File: src/rtl/feat_fifo_xfer_pkg.sv
// Shared types and default sizes for the feature-memory to FIFO write sequencer.
// Holds the FSM state encoding and the DW/DEPTH/AW defaults.
package feat_fifo_xfer_pkg;

    localparam int DW    = 8;
    localparam int DEPTH = 16;
    localparam int AW    = 4;

    typedef logic [1:0] state_t;

    localparam state_t S_IDLE = 2'd0;
    localparam state_t S_XFER = 2'd1;
    localparam state_t S_DONE = 2'd2;

endpackage

File: src/rtl/xfer_skid2.sv
// Two-entry skid buffer holding memory read data ahead of the FIFO push.
// Ports: clk, rst_n, push/push_data in, pop in, valid/head/occ out.
module xfer_skid2 #(
    parameter int DW = 8
) (
    input  logic          clk,
    input  logic          rst_n,
    input  logic          push,
    input  logic [DW-1:0] push_data,
    input  logic          pop,
    output logic          valid,
    output logic [DW-1:0] head,
    output logic [1:0]    occ
);

    logic [DW-1:0] data0_q, data0_d;
    logic [DW-1:0] data1_q, data1_d;
    logic [1:0]    occ_q, occ_d;

    always_comb begin
        data0_d = data0_q;
        data1_d = data1_q;
        occ_d   = occ_q;
        unique case ({push, pop})
            2'b10: begin
                if (occ_q == 2'd0) data0_d = push_data;
                else               data1_d = push_data;
                occ_d = occ_q + 2'd1;
            end
            2'b01: begin
                data0_d = data1_q;
                occ_d   = occ_q - 2'd1;
            end
            2'b11: begin
                // Occupancy unchanged; new word lands behind the survivor.
                if (occ_q == 2'd1) begin
                    data0_d = push_data;
                end else begin
                    data0_d = data1_q;
                    data1_d = push_data;
                end
            end
            default: ;
        endcase
    end

    always_ff @(posedge clk or negedge rst_n) begin
        if (!rst_n) begin
            data0_q <= '0;
            data1_q <= '0;
            occ_q   <= 2'd0;
        end else begin
            data0_q <= data0_d;
            data1_q <= data1_d;
            occ_q   <= occ_d;
        end
    end

    assign valid = (occ_q != 2'd0);
    assign head  = data0_q;
    assign occ   = occ_q;

endmodule

File: src/rtl/feat_fifo_xfer_ctrl.sv
// Loads a burst of feature words into memory, then streams them into the FIFO.
// Ports: load (ld_en/ld_data), start, memory port, FIFO write port, status.
module feat_fifo_xfer_ctrl
    import feat_fifo_xfer_pkg::*;
#(
    parameter int DW    = feat_fifo_xfer_pkg::DW,
    parameter int DEPTH = feat_fifo_xfer_pkg::DEPTH,
    parameter int AW    = feat_fifo_xfer_pkg::AW
) (
    input  logic          clk,
    input  logic          rst_n,
    input  logic          ld_en,
    input  logic [DW-1:0] ld_data,
    input  logic          start,
    output logic          mem_we,
    output logic [AW-1:0] mem_addr,
    output logic [DW-1:0] mem_wdata,
    input  logic [DW-1:0] mem_rdata,
    output logic          fifo_winc,
    output logic [DW-1:0] fifo_wdata,
    input  logic          fifo_wfull,
    output logic          busy,
    output logic          done,
    output logic [AW:0]   count,
    output logic          err
);

    localparam logic [AW:0] FULL = (AW+1)'(DEPTH);
    localparam logic [AW:0] ONE  = (AW+1)'(1);

    state_t      state_q, state_d;
    logic [AW:0] count_q, count_d;
    logic [AW:0] len_q, len_d;
    logic [AW:0] rd_ptr_q, rd_ptr_d;
    logic [AW:0] pushed_q, pushed_d;
    logic        inflight_q, inflight_d;
    logic        err_q, err_d;

    logic        rd_issue;
    logic        skid_valid;
    logic [1:0]  skid_occ;
    logic [2:0]  pending;

    xfer_skid2 #(.DW(DW)) u_skid (
        .clk       (clk),
        .rst_n     (rst_n),
        .push      (inflight_q),
        .push_data (mem_rdata),
        .pop       (fifo_winc),
        .valid     (skid_valid),
        .head      (fifo_wdata),
        .occ       (skid_occ)
    );

    assign fifo_winc = skid_valid && !fifo_wfull;

    // Words that will sit in the skid after this edge; counting the pop
    // keeps one read issued per cycle while the FIFO accepts.
    assign pending = {1'b0, skid_occ} - {2'b0, fifo_winc}
                   + {2'b0, inflight_q};

    always_comb begin
        state_d  = state_q;
        count_d  = count_q;
        len_d    = len_q;
        rd_ptr_d = rd_ptr_q;
        pushed_d = pushed_q;
        err_d    = err_q;
        mem_we   = 1'b0;
        rd_issue = 1'b0;
        unique case (state_q)
            S_IDLE: begin
                if (ld_en) begin
                    if (count_q != FULL) begin
                        mem_we  = 1'b1;
                        count_d = count_q + ONE;
                    end else begin
                        err_d = 1'b1;
                    end
                end
                if (start) begin
                    len_d    = count_d;
                    rd_ptr_d = '0;
                    pushed_d = '0;
                    state_d  = (count_d == '0) ? S_DONE : S_XFER;
                end
            end
            S_XFER: begin
                if (ld_en) err_d = 1'b1;
                rd_issue = (rd_ptr_q < len_q) && (pending < 3'd2);
                if (rd_issue) rd_ptr_d = rd_ptr_q + ONE;
                if (fifo_winc) begin
                    pushed_d = pushed_q + ONE;
                    if (pushed_d == len_q) state_d = S_DONE;
                end
            end
            S_DONE: begin
                if (ld_en) err_d = 1'b1;
                count_d = '0;
                state_d = S_IDLE;
            end
            default: state_d = S_IDLE;
        endcase
    end

    assign inflight_d = rd_issue;

    always_ff @(posedge clk or negedge rst_n) begin
        if (!rst_n) begin
            state_q    <= S_IDLE;
            count_q    <= '0;
            len_q      <= '0;
            rd_ptr_q   <= '0;
            pushed_q   <= '0;
            inflight_q <= 1'b0;
            err_q      <= 1'b0;
        end else begin
            state_q    <= state_d;
            count_q    <= count_d;
            len_q      <= len_d;
            rd_ptr_q   <= rd_ptr_d;
            pushed_q   <= pushed_d;
            inflight_q <= inflight_d;
            err_q      <= err_d;
        end
    end

    // The load pointer always equals the number of words loaded.
    assign mem_addr  = (state_q == S_XFER) ? rd_ptr_q[AW-1:0]
                                           : count_q[AW-1:0];
    assign mem_wdata = ld_data;
    assign busy      = (state_q == S_XFER);
    assign done      = (state_q == S_DONE);
    assign count     = count_q;
    assign err       = err_q;

endmodule

File: config.mk
export PLATFORM = sky130hd
export DESIGN_NAME = feat_fifo_xfer_ctrl
export DESIGN_NICKNAME = d
export VERILOG_FILES = /design/src/rtl/feat_fifo_xfer_pkg.sv /design/src/rtl/xfer_skid2.sv /design/src/rtl/feat_fifo_xfer_ctrl.sv
export SDC_FILE = /design/constraint.sdc
export NUM_CORES = 1
export LEC_CHECK = 0
export CAP_MARGIN = 20
export CORE_MARGIN = 5
export CORE_UTILIZATION = 48
export DETAILED_ROUTE_END_ITERATION = 7
export PLACE_DENSITY = 0.77
export SLEW_MARGIN = 20
export SYNTH_ARGS = -nofsm -noshare
export SYNTH_HDL_FRONTEND = slang
export SYNTH_HIERARCHICAL = 1
export SYNTH_SLANG_ARGS = --single-unit
File: constraint.sdc
create_clock -name clk -period 3.2 [get_ports clk]
set_clock_uncertainty 0.05 [all_clocks]
set_input_delay 0.32 -clock clk [delete_from_list [all_inputs] [get_ports clk]]
set_output_delay 0.32 -clock clk [all_outputs]
set_load 0.02 [all_outputs]
==> out/results.txt <==
Initial antenna violation count -> 0
Fin area -> 0.00324 mm2
First drt pass iteration count -> 5
Vias -> 2244
Worst slew margin -> 63.9%
Total GRT Usage -> 17.2%
Die Ht -> 86.6 um
Routed WL per cell -> 15.2 um
Min cycle time layout -> 2.98 ns
# clock sinks -> 42
Mapped Area -> 0.00281 mm2
Clock Tree Buf Depth -> 2
Layout area overhead -> 15.2%
Initial DRC count -> 112
Clk pwr share -> 11.4%
Min-delay worst type -> flop to flop
Max-cap violations -> 0
Largest net degree at the start of global routing -> 43
Leak -> 1.43 nW
Synth warn -> 6
Post-Syn Nets -> 338
Inserted Clock Buffers -> 5
Final wirelength -> 6020 um
Net Switching -> 0.00129 W
Distinct cell type count after synthesis -> 53
RSZ-0062 raised after global routing -> no
GRT overflow -> 0
Final HPWL DP -> 4480 um
H-tree level count -> 2
Outcome -> finished, final reports clean
Worst-path clk slew -> 0.08 ns
Vias in the first global route -> 2219
Register share of total power -> 31.4%
Post-synth EDFFs -> 0
Pwr Total -> 0.00291 W
CP Class -> flop to flop
Clk root buf -> clkbuf_8
# placed instances -> 388
Initial core utilization -> 50.2%
Finished Layout Cells -> 396
# IOs -> 51
Max FO, Critical Path -> 4
Antenna diodes -> 0
IR drop worst, VDD -> 486 uV
NumNets Final -> 365
Setup TNS -> 0 ns
Endpoints failing setup -> 0
CP delay by family, top -> adder cells
Register area share after synthesis -> 37.4%
GP Congestion -> 0.804
Required time of the critical path -> 3.33 ns
Pwr per Cell Area -> 897 mW/mm2
Setup repair bufs after CTS -> 0
Top FF cell, synth -> dfrtp_1
Vias per Instance -> 5.67
Placement Cell Area -> 0.00315 mm2
Critical path launch point type -> flop
Layout cell share with drive strength beyond 1 -> 8.02%
Hold Vio Cnt, Final -> 0
Mean post-synth cell area -> 9.47 um2
Final ANT Viol Nets -> 0
Tcrit/Tclk final -> 93.1%
Cells after synthesis -> 297
CTS tree -> built
CP cell instances -> inv_2, ha_1, inv_1, nand2b_1, inv_2, ha_1, nand2b_1, fa_1, inv_1, a2111oi_4, and4_1, o21a_1, o211ai_1
Final hold slack -> 0.422 ns
Max-slew violations -> 0
Fmax -> 0.336 GHz
Crit path max-delay cell type -> fa_1
Worst Tran Pin Value -> 0.542 ns
Crit end category -> flop
Cell Int Power -> 0.00162 W
WP data arrival -> 3.11 ns
Worst skew pair latency -> 0.30 ns
Sw Share -> 44.4%
#FFs+latches synth -> 42
Comb pwr share -> 57.1%
Die X -> 86.6 um
Die ar. -> 0.00749 mm2
Port bufs -> 34
Worst Path Buf+Inv -> 4
Global-route wire length before repair -> 10500 um
FP Rows -> 27
Remaining DRCs -> 0
Fraction of registers with async set/reset -> 100%
Core area -> 0.00561 mm2
Filler Cells Inserted -> 512
Crit path largest cell delay -> 0.49 ns
==> per-layer routing <==
| layer | wire length [um] | vias to the layer above | GRT usage, % |
|---|---|---|---|
| li1 | - | 1107 | - |
| met5 | 0 | - | 0 |
| met4 | 51 | 0 | 5.38 |
| met3 | 283 | 7 | 3.33 |
| met1 | 2740 | 1081 | 21.7 |
| met2 | 2950 | 49 | 29.6 |
==> layout by cell type, fill, tap and decap left out, drive strengths merged, types with 9 or more instances in the layout <==
cell,count
nand3,10
inv,21
mux2,13
o21ai,18
clkdlybuf4s50,33
nand2,20
ha,19
nor2,21
a21oi,20
dfrtp,42
o211ai,9
==> metrics by stage <==
stage,util (%),setup slack [ns]
after global routing,57.8,0.0257
after detailed placement,56.2,0.173
after CTS,57.6,0.150
after floorplan,-,0.135
after global placement,56.2,0.235
final,57.8,0.220
==> cells in the mapped netlist, drive strengths merged, types with 3 or more instances <==
| master | n | share of area, % |
|---|---|---|
| a21oi | 20 | 3.8 |
| a22o | 3 | 0.93 |
| a22oi | 3 | 0.80 |
| a31oi | 6 | 1.3 |
| and2 | 3 | 0.67 |
| and3 | 3 | 0.67 |
| buf | 15 | 3.7 |
| clkbuf | 4 | 0.53 |
| dfrtp | 42 | 37 |
| ha | 19 | 8.5 |
| inv | 21 | 2.8 |
| mux2 | 13 | 5.5 |
| nand2 | 20 | 2.7 |
| nand2b | 8 | 1.8 |
| nand3 | 10 | 1.8 |
| nand4 | 5 | 1.1 |
| nor2 | 21 | 2.8 |
| nor2b | 4 | 0.89 |
| nor3 | 5 | 0.89 |
| o211a | 3 | 1.1 |
| o211ai | 9 | 2.4 |
| o21a | 4 | 1.1 |
| o21ai | 18 | 3.3 |
| xnor2 | 8 | 2.5 |
| xor2 | 6 | 1.9 |
==> power by group through the flow <==
stage / clock (W) / sequential (W) / combinational [W]
after floorplan: 0 / 0.000959 / 0.00112
after global placement: 0 / 0.000912 / 0.00162
after detailed placement: 0 / 0.000921 / 0.00166
after CTS: 0.000345 / 0.000911 / 0.00167
after global routing: 0.000364 / 0.000951 / 0.00183
final: 0.000333 / 0.000913 / 0.00166
==> registers in the layout, indices dropped and copies added (netlist names) <==
signal	cells
inflight_q	1
u_skid/head	8
pushed_q	5
u_skid/occ	2
err	1
count	5
state_q	2
len_q	5
u_skid/data1_q	8
rd_ptr_q	5
==> worst paths after layout <==
check | start | to | slack, ns | cells after the start
setup / recovery | u_skid/occ[1]$_DFFE_PN0P_ | rd_ptr_q[3]$_DFFE_PN0P_ | 0.22 | 13
hold / removal | err$_DFFE_PN0P_ | err$_DFFE_PN0P_ | 0.42 | 1
setup reg to reg | u_skid/occ[1]$_DFFE_PN0P_ | rd_ptr_q[3]$_DFFE_PN0P_ | 0.22 | 13
hold reg to reg | err$_DFFE_PN0P_ | err$_DFFE_PN0P_ | 0.42 | 1
max in group asynchronous | rst_n | err$_DFFE_PN0P_ | 2.23 | 2
min in group asynchronous | rst_n | u_skid/head[5]$_DFFE_PN0P_ | 0.49 | 2
==> kinds of logic (layout without fill, tap and decap cells) <==
family,Yosys count,in the layout,share of synthesized area [%]
AND/OR/NAND/NOR,88,88,16.5
AO/OA/AOI/OAI,78,78,19.4
flip-flops,42,42,37.4
buffers and inverters,40,67,7.03
adder cells (fa/ha/maj),20,20,9.16
multiplexers,15,15,6.18
XOR/XNOR,14,14,4.36
==> cell type report <==
class / count / area (um2) / share of cell area, %
clock buffers: 5 / 68.8 / 2.12
clock inverters: 2 / 10.0 / 0.309
inverters: 21 / 78.8 / 2.43
multi-input cells: 215 / 1560 / 48.3
flip-flops and latches: 42 / 1050 / 32.4
well taps: 72 / 90.1 / 2.78
repair buffers: 39 / 378 / 11.7
==> what timing repair did <==
item                       CTS  global route
gates resized for setup      0             1
setup endpoints to repair    0             5
hold buffers                 0             1
hold endpoints to repair     0             1
Note: power is estimated with default switching activity, not from simulation.
